--- src/rtl/door_code_sender.sv ---
// Purpose: plays a 1..3 digit code into a keypad lock as timed button presses, then waits for the lock verdict.
// Latency: start after the go edge; first press GAP_CYC cycles later; each digit PRESS_CYC+GAP_CYC; verdict wait up to RESP_TIMEOUT.
// Backpressure: go is taken only in IDLE; requests while busy are dropped; the lock has no flow control.
module door_code_sender #(
    parameter int PRESS_CYC    = 4,
    parameter int GAP_CYC      = 4,
    parameter int RESP_TIMEOUT = 64
) (
    input  logic       clk,
    input  logic       n_rst,
    input  logic       go,
    input  logic [1:0] code_len,
    input  logic [5:0] code,
    input  logic       led_ok,
    input  logic       led_fail,
    output logic       start,
    output logic       button_0,
    output logic       button_1,
    output logic       button_2,
    output logic       busy,
    output logic       done,
    output logic       res_ok,
    output logic       res_fail,
    output logic       res_timeout,
    output logic       res_err
);

    typedef enum logic [2:0] {
        IDLE,
        ARM,
        PRESS,
        GAP,
        WAIT_RES,
        DONE
    } state_t;

    // Terminal counts; counters run 0..LAST so 8 bits never wrap for 1..255.
    localparam logic [7:0] PRESS_LAST = 8'(PRESS_CYC - 1);
    localparam logic [7:0] GAP_LAST   = 8'(GAP_CYC - 1);
    localparam logic [7:0] TMO_LAST   = 8'(RESP_TIMEOUT - 1);

    state_t     state;
    logic [5:0] code_q;
    logic [1:0] len_q;
    logic [1:0] idx;
    logic [7:0] cnt;
    logic [7:0] tmr;
    logic [2:0] btn;
    logic       req_ok;
    logic       more_digits;

    // Digit value 3 has no button, so it is rejected for every digit actually sent.
    assign req_ok = (code_len != 2'd0)
                 && (code[1:0] != 2'd3)
                 && !((code_len >= 2'd2) && (code[3:2] == 2'd3))
                 && !((code_len == 2'd3) && (code[5:4] == 2'd3));

    // True when the digit just finished is not the last one.
    assign more_digits = ({1'b0, idx} + 3'd1) < {1'b0, len_q};

    assign button_0 = btn[0];
    assign button_1 = btn[1];
    assign button_2 = btn[2];

    function automatic logic [1:0] digit_at(input logic [5:0] c, input logic [1:0] i);
        case (i)
            2'd0:    digit_at = c[1:0];
            2'd1:    digit_at = c[3:2];
            default: digit_at = c[5:4];
        endcase
    endfunction

    function automatic logic [2:0] onehot(input logic [1:0] d);
        case (d)
            2'd0:    onehot = 3'b001;
            2'd1:    onehot = 3'b010;
            2'd2:    onehot = 3'b100;
            default: onehot = 3'b000;
        endcase
    endfunction

    // Session sequencer: every output is a register updated alongside the state.
    always_ff @(posedge clk) begin
        if (!n_rst) begin
            state       <= IDLE;
            code_q      <= 6'd0;
            len_q       <= 2'd0;
            idx         <= 2'd0;
            cnt         <= 8'd0;
            tmr         <= 8'd0;
            btn         <= 3'b000;
            start       <= 1'b0;
            busy        <= 1'b0;
            done        <= 1'b0;
            res_ok      <= 1'b0;
            res_fail    <= 1'b0;
            res_timeout <= 1'b0;
            res_err     <= 1'b0;
        end else begin
            done <= 1'b0;
            case (state)
                IDLE: begin
                    start <= 1'b0;
                    busy  <= 1'b0;
                    btn   <= 3'b000;
                    if (go) begin
                        res_ok      <= 1'b0;
                        res_fail    <= 1'b0;
                        res_timeout <= 1'b0;
                        if (req_ok) begin
                            res_err <= 1'b0;
                            code_q  <= code;
                            len_q   <= code_len;
                            idx     <= 2'd0;
                            cnt     <= 8'd0;
                            start   <= 1'b1;
                            busy    <= 1'b1;
                            state   <= ARM;
                        end else begin
                            // Bad request: report and stay idle, lock never enabled.
                            res_err <= 1'b1;
                            done    <= 1'b1;
                        end
                    end
                end
                ARM: begin
                    if (cnt == GAP_LAST) begin
                        cnt   <= 8'd0;
                        btn   <= onehot(digit_at(code_q, idx));
                        state <= PRESS;
                    end else begin
                        cnt <= cnt + 8'd1;
                    end
                end
                PRESS: begin
                    if (cnt == PRESS_LAST) begin
                        cnt   <= 8'd0;
                        btn   <= 3'b000;
                        state <= GAP;
                    end else begin
                        cnt <= cnt + 8'd1;
                    end
                end
                GAP: begin
                    if (cnt == GAP_LAST) begin
                        cnt <= 8'd0;
                        if (more_digits) begin
                            idx   <= idx + 2'd1;
                            btn   <= onehot(digit_at(code_q, idx + 2'd1));
                            state <= PRESS;
                        end else begin
                            tmr   <= 8'd0;
                            state <= WAIT_RES;
                        end
                    end else begin
                        cnt <= cnt + 8'd1;
                    end
                end
                WAIT_RES: begin
                    // A fail verdict outranks ok; timeout only if neither arrives.
                    if (led_fail || led_ok || (tmr == TMO_LAST)) begin
                        res_fail    <= led_fail;
                        res_ok      <= !led_fail && led_ok;
                        res_timeout <= !led_fail && !led_ok;
                        start       <= 1'b0;
                        done        <= 1'b1;
                        state       <= DONE;
                    end else begin
                        tmr <= tmr + 8'd1;
                    end
                end
                DONE: begin
                    busy  <= 1'b0;
                    state <= IDLE;
                end
                default: begin
                    state <= IDLE;
                end
            endcase
        end
    end

endmodule

--- config.mk ---
export PLATFORM = sky130hd
export DESIGN_NAME = door_code_sender
export DESIGN_NICKNAME = d
export VERILOG_FILES = /design/src/rtl/door_code_sender.sv
export SDC_FILE = /design/constraint.sdc
export NUM_CORES = 1
export LEC_CHECK = 0
export ABC_AREA = 0
export BUFFER_PORTS_ARGS = -buffer_cell sky130_fd_sc_hd__buf_4
export CAP_MARGIN = 25
export CORE_MARGIN = 2
export CORE_UTILIZATION = 45
export DETAILED_ROUTE_END_ITERATION = 12
export SYNTH_ARGS = -nofsm -noshare
export SYNTH_HDL_FRONTEND = slang
export SYNTH_SLANG_ARGS = --single-unit
export TNS_END_PERCENT = 50
--- constraint.sdc ---
create_clock -name clk -period 2.7 [get_ports clk]
set_input_delay 0.27 -clock clk [delete_from_list [all_inputs] [get_ports clk]]
set_output_delay 0.27 -clock clk [all_outputs]
set_load 0.01 [all_outputs]
==> summary.txt <==
area leader, netlist = dfxtp_1
Die X = 74.15 microns
power per cell area = 513.1 nW/um^2
Max-Cap Viols = 0
postcts setup bufs = 0
Reg-to-Reg End = tmr[0]$_SDFFE_PN0P_
Synth top area share = 0.3525
Setup TNS = 0 ps
Clk Latency, worst-skew pair = 290 ps
layout cells sized above 1 = 0.1773
I/O pin count = 23
crit path kind = register to register
drt drc = 0
top cells by area, synth = dfxtp_1, mux2i_1, nand2_1
Root Buffer = clkbuf_8
RSZ-0062 raised after global routing = false
GRT Residual Overflow = 0
Critical Path Sink Type = register
CTS max path bufs = 2
largest net degree at the start of global routing = 29
FFs w/ async S/R, synth = 0
Detailed Routing Iterations Pass 1 = 4
average size of a mapped cell = 8.617 sq um
final antenna diode count = 0
leakage = 0.9457 nW
multi-input logic area = 1353 sq um
post-synthesis sequential area ratio = 0.3525
final total power = 1.333 mW
fmax = 439.7 MHz
ANT nets after route = 0
reg2reg start = idx[0]$_SDFFE_PN0P_
# fillers = 445
Vias per Instance = 5.851
Tcrit/Tclk final = 0.8424
H-Tree Depth = 2
initial core utilization = 0.4689
Post-synth EDFFs = 0
Worst Max-Slew Pin Slew = 707.8 ps
fin. max-slew vios = 0
outcome = finished clean
GRT Total Usage = 0.2175
crit start category = register
Die ar. = 5498 sq um
area grow syn2layout = 17.29%
Fin. Hold Viols = 0
hold-fix buffers at CTS = 0
top post-synthesis cells by count = dfxtp_1, nand2_1, nor2_1
vias in the first global route = 1937
dpl hpwl = 4.031 mm
Worst R2R Setup Slack = 430 ps
Main synth FF type = dfxtp_1
first-pass GRT wire length = 9.170 mm
Hold Path End = code_q[1]$_SDFFE_PN0P_
CTS tree = done
clk sinks = 39
DRT iter0 DRCs = 82
Data arrival, critical path = 2460 ps
initial antenna violation count = 0
clk_skew = 5.143 ps
Post-Syn Nets = 276
endpoints failing setup = 0
synth warn = 0
WL/cell = 15.56 microns
CP Max Fanout = 6
Synth Instances = 257
core area = 4723 sq um
slew margin rel. = 0.5220
Seq. cell area = 780.7 sq um
Post-Route WL = 5.430 mm
count leader, synth = dfxtp_1
Via Count = 2042
Tmin final = 2274 ps
Placer Congestion = 0.9155
I/O Buffers = 22
# resized after CTS = 0
worst hold-check path type = primary input to register
Max VDD drop = 340.7 uV
chip height = 74.15 microns
#FFs+latches synth = 39
Hold Startpoint = code[1]
Final #Nets = 300
# rows = 25
FF-to-FF path depth = 6
Worst Path Required = 2890 ps
total CTS buffers = 5
number of distinct library cells after synthesis = 64
Post-Syn Area = 2215 sq um
Worst Hold Depth = 3
clk slew on worst S/H paths = 80 ps
[critical path: stages, from the launching register on]
cell and delay [ps]:
dfxtp_1 420, inv_1 140, fa_1 510, a211oi_1 310
o2111ai_1 270, a21boi_2 270, a31o_2 260
[logic make-up (layout without fill, tap and decap cells)]
kind of cell             after synthesis  in the layout  synth area share
AO/OA/AOI/OAI                         87             87            0.2836
adder cells (fa/ha/maj)                6              6           0.03729
multiplexers                          13             13           0.05875
buffers and inverters                 20             45           0.03955
AND/OR/NAND/NOR                       89             89            0.2164
flip-flops                            39             39            0.3525
XOR/XNOR                               3              3           0.01187
[flip-flops by register name (all words and copies together), names as in the netlist]
name and cells:
res_err 1, res_fail 1, cnt 8, start 1, done 1, len_q 2, state 3, code_q 6
res_timeout 1, idx 2, btn 3, tmr 8, res_ok 1, busy 1
[worst max-delay path by stage]
stage	start	cells after the start	endpoint	slack, ps
2_1_floorplan	idx[0]$_SDFFE_PN0P_	6	btn[2]$_SDFFE_PN0P_	730
3_3_place_gp	idx[0]$_SDFFE_PN0P_	6	tmr[0]$_SDFFE_PN0P_	560
3_5_place_dp	idx[0]$_SDFFE_PN0P_	6	tmr[0]$_SDFFE_PN0P_	480
4_1_cts	idx[0]$_SDFFE_PN0P_	6	tmr[0]$_SDFFE_PN0P_	450
5_1_grt	idx[0]$_SDFFE_PN0P_	6	tmr[0]$_SDFFE_PN0P_	280
6_report	idx[0]$_SDFFE_PN0P_	6	tmr[0]$_SDFFE_PN0P_	430
[cell type report]
class | count | share of cell area
multi-input combinational | 198 | 0.5207
sequential | 39 | 0.3006
timing repair buffer | 29 | 0.08382
tap | 67 | 0.03227
clock buffer | 6 | 0.02794
clock inverter | 2 | 0.02312
inverter | 8 | 0.01156
[through the flow]
step	utilization	instance area [sq um]	worst slack, ps	instances	hold slack, ps
3_5_place_dp	0.5219	2465	483.0	341	451.4
2_1_floorplan	-	2215	726.3	257	402.4
5_1_grt	0.5499	2597	275.1	349	241.6
3_3_place_gp	0.5219	2465	562.9	341	450.8
4_1_cts	0.5499	2597	449.9	349	227.5
6_report	0.5499	2597	425.5	349	232.2
[placed cells by master, fill, tap and decap left out, types with 2 or more instances in the layout]
| cell type | instances |
|---|---|
| dfxtp_1 | 39 |
| buf_4 | 29 |
| nand2_1 | 28 |
| nor2_1 | 20 |
| a21oi_1 | 17 |
| o21ai_0 | 13 |
| mux2i_1 | 13 |
| nand3_1 | 9 |
| inv_1 | 8 |
| o21a_1 | 6 |
| a211oi_1 | 5 |
| a311oi_1 | 5 |
| ha_1 | 5 |
| clkbuf_8 | 5 |
| nor3_1 | 4 |
| nor4_1 | 4 |
| a31oi_1 | 4 |
| o2111ai_1 | 3 |
| nor3b_1 | 3 |
| o22ai_1 | 3 |
| a211o_1 | 2 |
| and3_1 | 2 |
| o221a_2 | 2 |
| o31ai_1 | 2 |
| a22oi_1 | 2 |
| o31a_1 | 2 |
| xnor2_1 | 2 |
| a31o_2 | 2 |
| a41oi_1 | 2 |
| a221o_1 | 2 |
| nand3b_1 | 2 |
| a32oi_1 | 2 |
| and2_1 | 2 |
| bufinv_16 | 2 |
[per-layer routing]
layer  up-vias  GRT usage  share of wire
li1       1034          -              -
met1       960     0.2773           0.49
met2        37     0.3552           0.46
met3        11    0.05420          0.029
met4         0    0.08283          0.021
met5         -          0              0
[power by group]
part | leakage [nW] | switching (mW) | internal [mW] | total, mW
registers | 0.316 | 0.0174 | 0.592 | 0.609
logic | 0.564 | 0.0798 | 0.0659 | 0.146
clock network | 0.0654 | 0.208 | 0.370 | 0.578
Power figures use the tool's default switching activity.
